<file path="config.mk">
export PLATFORM = sky130hd
export DESIGN_NAME = prueba_adc_ipd_trunk
export DESIGN_NICKNAME = d
export VERILOG_FILES = /design/src/rtl/prueba_adc_ipd_trunk_pkg.sv /design/src/rtl/prueba_adc_ipd_trunk_adc_serial_rx.sv /design/src/rtl/prueba_adc_ipd_trunk.sv
export SDC_FILE = /design/constraint.sdc
export NUM_CORES = 1
export LEC_CHECK = 0
export CORE_UTILIZATION = 35
export CTS_CLUSTER_DIAMETER = 80
export CTS_CLUSTER_SIZE = 25
export DETAILED_ROUTE_END_ITERATION = 7
export SYNTH_ARGS = -nofsm -noshare
export SYNTH_HDL_FRONTEND = slang
export SYNTH_SLANG_ARGS = --single-unit
</file>
<file path="constraint.sdc">
create_clock -name Clk -period 6.5 [get_ports Clk]
set_input_delay 0.975 -clock Clk [delete_from_list [all_inputs] [get_ports Clk]]
set_output_delay 0.975 -clock Clk [all_outputs]
set_load 0.1 [all_outputs]
</file>
<file path="src/rtl/prueba_adc_ipd_trunk_pkg.sv">
// Shared types and widths for the serial ADC front end and I-PD controller.
// Used by both builds of the top (with and without IPD_DERIV_EN).
package prueba_adc_ipd_trunk_pkg;

    typedef enum logic [1:0] {
        StQuiet = 2'd0,
        StConv  = 2'd1,
        StDone  = 2'd2
    } adc_state_e;

    localparam int ADC_BITS   = 12;
    localparam int FRAME_BITS = 16;
    localparam int OUT_BITS   = 12;
    localparam int ACC_BITS   = 32;

    localparam logic signed [ACC_BITS-1:0] ACC_MAX = {1'b0, {(ACC_BITS - 1){1'b1}}};
    localparam logic signed [ACC_BITS-1:0] ACC_MIN = {1'b1, {(ACC_BITS - 1){1'b0}}};

    // Clamp a one-bit-wider sum back into the accumulator range.
    function automatic logic signed [ACC_BITS-1:0] sat_acc(input logic signed [ACC_BITS:0] x);
        logic signed [ACC_BITS-1:0] r;
        r = x[ACC_BITS-1:0];
        if (x[ACC_BITS] != x[ACC_BITS-1]) begin
            r = x[ACC_BITS] ? ACC_MIN : ACC_MAX;
        end
        return r;
    endfunction

endpackage

</file>
<file path="src/rtl/prueba_adc_ipd_trunk_adc_serial_rx.sv">
// Free-running serial ADC reader: QUIET/CONV/DONE sequencing, SClk and CS generation,
// 16-bit capture shift register and one-cycle sample strobe (asserted in DONE).
module prueba_adc_ipd_trunk_adc_serial_rx
    import prueba_adc_ipd_trunk_pkg::*;
#(
    parameter int unsigned CLK_DIV = 4
) (
    input  logic                Clk,
    input  logic                Rest,
    input  logic                i_data,
    output logic                o_sclk,
    output logic                o_cs,
    output logic [ADC_BITS-1:0] o_y,
    output logic                o_sample,
    output logic [ADC_BITS-1:0] o_dato
);

    localparam int unsigned CW = $clog2(4 * CLK_DIV) + 1;
    localparam logic [CW-1:0] QUIET_LAST = CW'(4 * CLK_DIV - 1);
    localparam logic [CW-1:0] DIV_LAST   = CW'(CLK_DIV - 1);

    adc_state_e            r_state;
    adc_state_e            w_state_next;
    logic [CW-1:0]         r_cnt;
    logic [CW-1:0]         w_cnt_next;
    logic                  r_sclk;
    logic                  w_sclk_next;
    logic [FRAME_BITS-1:0] r_shift;
    logic [FRAME_BITS-1:0] w_shift_next;
    logic [ADC_BITS-1:0]   r_dato;

    // A marker bit loaded on CONV entry reaches the MSB after 15 shifts, so the
    // shift register itself signals the last rising edge of the frame.
    always_comb begin
        w_state_next = r_state;
        w_cnt_next   = r_cnt;
        w_sclk_next  = r_sclk;
        w_shift_next = r_shift;
        case (r_state)
            StQuiet: begin
                w_sclk_next = 1'b1;
                if (r_cnt == QUIET_LAST) begin
                    w_state_next = StConv;
                    w_cnt_next   = '0;
                    w_shift_next = FRAME_BITS'(1);
                end else begin
                    w_cnt_next = r_cnt + 1'b1;
                end
            end
            StConv: begin
                if (r_cnt == DIV_LAST) begin
                    w_cnt_next  = '0;
                    w_sclk_next = ~r_sclk;
                    if (!r_sclk) begin
                        w_shift_next = {r_shift[FRAME_BITS-2:0], i_data};
                        if (r_shift[FRAME_BITS-1]) begin
                            w_state_next = StDone;
                        end
                    end
                end else begin
                    w_cnt_next = r_cnt + 1'b1;
                end
            end
            StDone: begin
                // DONE is the first cycle of the CS-high window.
                w_state_next = StQuiet;
                w_cnt_next   = CW'(1);
            end
            default: begin
                w_state_next = StQuiet;
                w_cnt_next   = '0;
            end
        endcase
    end

    always_ff @(posedge Clk or negedge Rest) begin
        if (!Rest) begin
            r_state <= StQuiet;
            r_cnt   <= '0;
            r_sclk  <= 1'b1;
            r_shift <= '0;
            r_dato  <= '0;
        end else begin
            r_state <= w_state_next;
            r_cnt   <= w_cnt_next;
            r_sclk  <= w_sclk_next;
            r_shift <= w_shift_next;
            if (r_state == StDone) begin
                r_dato <= r_shift[ADC_BITS-1:0];
            end
        end
    end

    assign o_sclk   = r_sclk;
    assign o_cs     = (r_state != StConv);
    assign o_y      = r_shift[ADC_BITS-1:0];
    assign o_sample = (r_state == StDone);
    assign o_dato   = r_dato;

endmodule

</file>
<file path="src/rtl/prueba_adc_ipd_trunk.sv">
// Serial ADC front end driving a 3-stage I-PD controller with truncated, clamped output.
// Define IPD_DERIV_EN to include the derivative-on-measurement term.
module prueba_adc_ipd_trunk
    import prueba_adc_ipd_trunk_pkg::*;
#(
    parameter int unsigned        CLK_DIV  = 4,
    parameter int unsigned        SETPOINT = 2048,
    parameter logic signed [15:0] KP       = 16'sd256,
    parameter logic signed [15:0] KI       = 16'sd16,
    parameter logic signed [15:0] KD       = 16'sd64,
    parameter int unsigned        FRAC     = 8
) (
    input  logic                Clk,
    input  logic                Rest,
    input  logic                DataIn,
    output logic                SClk,
    output logic                CS,
    output logic [ADC_BITS-1:0] Dato_ADC,
    output logic [OUT_BITS-1:0] U,
    output logic                U_Valid
);

    localparam int unsigned ERR_W  = ADC_BITS + 1;
    localparam int unsigned PROD_W = $bits(KD) + ERR_W;
    localparam int unsigned SUM_W  = ACC_BITS + 2;
    localparam logic signed [ERR_W-1:0] SP_S = $signed({1'b0, ADC_BITS'(SETPOINT)});

    logic                     w_sample;
    logic [ADC_BITS-1:0]      w_y;
    logic signed [ERR_W-1:0]  w_y_s;

    logic                     r_s1_valid;
    logic signed [ERR_W-1:0]  r_y;
    logic signed [ERR_W-1:0]  r_e;
    logic                     r_s2_valid;
    logic signed [PROD_W-1:0] r_ie;
    logic signed [PROD_W-1:0] r_p;
    logic signed [PROD_W-1:0] w_d;

    logic signed [ACC_BITS-1:0] r_acc;
    logic signed [ACC_BITS:0]   w_acc_sum;
    logic signed [ACC_BITS-1:0] w_acc_sat;
    logic signed [SUM_W-1:0]    w_sum;
    logic signed [SUM_W-1:0]    w_shr;
    logic [OUT_BITS-1:0]        w_u_next;
    logic [OUT_BITS-1:0]        r_u;
    logic                       r_u_valid;

    prueba_adc_ipd_trunk_adc_serial_rx #(
        .CLK_DIV(CLK_DIV)
    ) u_rx (
        .Clk     (Clk),
        .Rest    (Rest),
        .i_data  (DataIn),
        .o_sclk  (SClk),
        .o_cs    (CS),
        .o_y     (w_y),
        .o_sample(w_sample),
        .o_dato  (Dato_ADC)
    );

    assign w_y_s = $signed({1'b0, w_y});

    always_ff @(posedge Clk or negedge Rest) begin
        if (!Rest) begin
            r_s1_valid <= 1'b0;
            r_y        <= '0;
            r_e        <= '0;
        end else begin
            r_s1_valid <= w_sample;
            if (w_sample) begin
                r_y <= w_y_s;
                r_e <= SP_S - w_y_s;
            end
        end
    end

    always_ff @(posedge Clk or negedge Rest) begin
        if (!Rest) begin
            r_s2_valid <= 1'b0;
            r_ie       <= '0;
            r_p        <= '0;
        end else begin
            r_s2_valid <= r_s1_valid;
            if (r_s1_valid) begin
                r_ie <= PROD_W'(KI) * PROD_W'(r_e);
                r_p  <= PROD_W'(KP) * PROD_W'(r_y);
            end
        end
    end

`ifdef IPD_DERIV_EN
    logic signed [ERR_W-1:0]  r_y_prev;
    logic signed [ERR_W-1:0]  r_dy;
    logic signed [PROD_W-1:0] r_d;

    always_ff @(posedge Clk or negedge Rest) begin
        if (!Rest) begin
            r_y_prev <= '0;
            r_dy     <= '0;
            r_d      <= '0;
        end else begin
            if (w_sample) begin
                r_dy     <= w_y_s - r_y_prev;
                r_y_prev <= w_y_s;
            end
            if (r_s1_valid) begin
                r_d <= PROD_W'(KD) * PROD_W'(r_dy);
            end
        end
    end

    assign w_d = r_d;
`else
    assign w_d = '0;
`endif

    assign w_acc_sum = (ACC_BITS + 1)'(r_acc) + (ACC_BITS + 1)'(r_ie);
    assign w_acc_sat = sat_acc(w_acc_sum);
    assign w_sum     = SUM_W'(w_acc_sat) - SUM_W'(r_p) - SUM_W'(w_d);
    assign w_shr     = w_sum >>> FRAC;

    always_comb begin
        w_u_next = w_shr[OUT_BITS-1:0];
        if (w_shr[SUM_W-1]) begin
            w_u_next = '0;
        end else if (|w_shr[SUM_W-2:OUT_BITS]) begin
            w_u_next = '1;
        end
    end

    always_ff @(posedge Clk or negedge Rest) begin
        if (!Rest) begin
            r_acc     <= '0;
            r_u       <= '0;
            r_u_valid <= 1'b0;
        end else begin
            r_u_valid <= r_s2_valid;
            if (r_s2_valid) begin
                r_acc <= w_acc_sat;
                r_u   <= w_u_next;
            end
        end
    end

    assign U       = r_u;
    assign U_Valid = r_u_valid;

endmodule

</file>
==> impl_metrics.toml <==
[outcome]
status = "finished clean"

[global_routing]
first_global_vias = 6261
grt_use_total_pct = 19.9
overflow = 0
grt_pass1_wl_mm = 34.3
antenna_found_initial = 0
grt_max_degree = 59

[timing]
rsz0062_at_grt = "false"
finalSetupViolCount = 0
fin_crit_sh_pct = 93.8
tightest_slew_ns = 1.03
finalCriticalPeriod_ns = 6.09
holdWs_ns = 0.473
hold_violations = 0
skew_ns = 0.0182
slew_headroom_pct = 31.4
slew_violations = 0
setup_slack_ns = 0.406
tns_ns = 0
max_freq_mhz = 164

[worst_hold_path]
hold_class = "flip-flop to flip-flop"

[cts]
postCtsSetupBuffers = 0
clkTransAtPathRegs_ns = 0.06
cts.sinks = 115
htreeDepth = 4
clkLatencyLatePin_ns = 0.42
cts_tree = "built"
root_buffer = "clkbuf_16"
cts_buffers = 17
post_cts_resized = 0
clk_path_buf_depth = 2
hold_buffers = 0

[critical_path]
cp.required_ns = 6.84
critPathBufInv = 2
cp-start-kind = "flip-flop"
critPathMaxFanout = 17
worst-setup-path-type = "flip-flop to flip-flop"
slowest_delay_ns = 0.56
crit_slowest_cell = "dfrtp_2"
arrival_ns = 6.43
crit_family = "compound AO/OA/AOI/OAI gates"
path_cells = "ha_1 > nand2_1 > o21ai_0 > or2_2 > a41o_1 > o21a_1 > nor2_1 > a21boi_1 > buf_4 > a21oi_1 > fa_1 > a21o_1 > a21oi_1 > o21ai_0 > a31o_2 > a31o_2 > nand4b_1 > or3_1 > a32oi_2 > buf_4 > a211oi_1 > a32oi_1"
worst_setup_path_end_kind = "flip-flop"

[routing]
vias = 6515
routed_wl_mm = 21.1
viasPerCell = 5.61
drt-initial-drc-count = 447
drt_pass1_iterations = 5
antenna_left = 0
drcViolationCount = 0
wire_per_inst_um = 18.2

[logic_synthesis]
syn-num-nets = 902
synth_edf_count = 0
synth.top_cells.by_area = "dfrtp_1 (37%), ha_1 (7.2%), nand2_1 (5.7%)"
syn_avg_cell_area_um2 = 8.92
ys_ff_latch = 115
yosysUniqueCellTypes = 73
synth_flop_cell = "dfrtp_1"
yosys_warnings = 0
async_reset_ff_share_pct = 100
synth_top_area_cell = "dfrtp_1"
synthCells = 853
synth_area_mm2 = 0.00761
synth_top_area_share_pct = 37.5
ys_seq_area_share_pct = 37.8

[floorplanning]
design.core.area_mm2 = 0.0212
num_rows = 53
io_pins = 30
die_h_um = 149
start_util_pct = 36.0
fp.dieArea_mm2 = 0.0223
fp.dieW_um = 149

[place]
hpwlAfterDp_mm = 15.5
place_ws_ns = 0.242
numPortBuffers = 29
placed_area_mm2 = 0.00819
gp_congestion = 0.911

[power]
finalPower_mw = 1.64
p_per_area_mw_per_mm2 = 187
ir_drop_v = 0.000185
leakagePower_nw = 4.00

[final_layout]
multiInputGateArea_mm2 = 0.00441
fillers = 2097
stdcell_area_mm2 = 0.00876
diodes = 0
area_growth_pct = 15.1
regArea_mm2 = 0.00288
layout-drive-gt1-share_pct = 12.7
fin_nets = 924

[run]
cap_violations = 0
-- layout by cell type, fill, tap and decap left out, drive strengths merged, types with 7 or more instances in the layout --
cell	instances
ha	44
nor2b	7
dfrtp	114
nor3	12
a21o	13
nand3	9
or3	7
clkbuf	20
a211oi	17
buf	21
nand2b	8
xnor2	27
nand2	116
xor2	15
o31ai	7
inv	34
a31oi	15
mux2	38
nor2	62
clkdlybuf4s50	28
a32oi	14
o211ai	9
o21ai	77
a21oi	62
nor4	8
-- cell usage after synthesis (15+ instances only) --
cell	instances
a211oi_1	17
clkbuf_1	34
nor2_1	62
xor2_1	15
nand2_1	115
dfrtp_1	114
a21oi_1	62
xnor2_1	27
mux2_2	38
inv_1	31
ha_1	44
o21ai_0	74
-- logic make-up after synthesis --
family	after synthesis	synth area share, %
flip-flops	115	37.8
adder cells (fa/ha/maj)	46	7.76
AO/OA/AOI/OAI	269	23.7
AND/OR/NAND/NOR	260	15.5
XOR/XNOR	42	4.83
multiplexers	42	6.15
buffers and inverters	79	4.24
-- power by group --
| group | switching, mW | internal, mW |
|---|---|---|
| Combinational | 0.0166 | 0.00320 |
| Clock | 0.352 | 0.544 |
| Sequential | 0.00159 | 0.718 |
| Total | 0.371 | 1.27 |
-- worst paths after layout --
check	from	endpoint	slack (ns)	cells past startpoint
worst min register to register	r_e[8]$_DFFE_PN0P_	r_e[8]$_DFFE_PN0P_	0.47	2
max in group asynchronous	Rest	U[8]$_DFFE_PN0P_	4.59	2
worst max register to register	r_ie[16]$_DFFE_PN0P_	U[6]$_DFFE_PN0P_	0.41	22
worst max-delay path	r_ie[16]$_DFFE_PN0P_	U[6]$_DFFE_PN0P_	0.41	22
min in group asynchronous	Rest	r_ie[6]$_DFFE_PN0P_	0.66	1
worst min-delay path	r_e[8]$_DFFE_PN0P_	r_e[8]$_DFFE_PN0P_	0.47	2
-- per-stage QoR --
stage / utilization, % / std cells
floorplan: - / 853
global placement: 38.7 / 1131
detailed placement: 38.7 / 1131
CTS: 41.4 / 1162
global route: 41.4 / 1162
finish: 41.4 / 1162
-- sequential cells by signal, summed over array words and instances, names as in the netlist, 2 cells and up --
| name | cells |
|---|---|
| U | 12 |
| r_acc | 28 |
| r_e | 13 |
| r_ie | 13 |
| r_p | 11 |
| u_rx.o_dato | 11 |
| u_rx.r_cnt | 5 |
| u_rx.r_shift | 16 |
| u_rx.r_state | 2 |
-- worst register-to-register path, stage by stage (launching register included) --
cell	delay [ns]
dfrtp_2	0.56
ha_1	0.49
nand2_1	0.10
o21ai_0	0.50
or2_2	0.23
a41o_1	0.24
o21a_1	0.33
nor2_1	0.11
a21boi_1	0.19
buf_4	0.26
a21oi_1	0.13
fa_1	0.45
a21o_1	0.19
a21oi_1	0.19
o21ai_0	0.11
a31o_2	0.28
a31o_2	0.32
nand4b_1	0.24
or3_1	0.38
a32oi_2	0.20
buf_4	0.22
a211oi_1	0.07
a32oi_1	0.23
-- cell type report --
| class | count | share of cell area (%) |
|---|---|---|
| Clock buffer | 20 | 5.21 |
| Clock inverter | 11 | 1.19 |
| Inverter | 33 | 1.41 |
| Multi-Input combinational cell | 659 | 50.4 |
| Sequential cell | 115 | 32.9 |
| Tap cell | 275 | 3.93 |
| Timing Repair Buffer | 49 | 5.00 |
-- routing by layer --
layer	GRT usage (%)	part of all wire (%)	up-vias
met5	0	0	-
met4	6.22	1.9	0
met3	3.84	4.8	30
met2	30.7	45	188
met1	28.0	48	3144
li1	-	-	3153
Note: power is estimated with default switching activity, not from simulation.
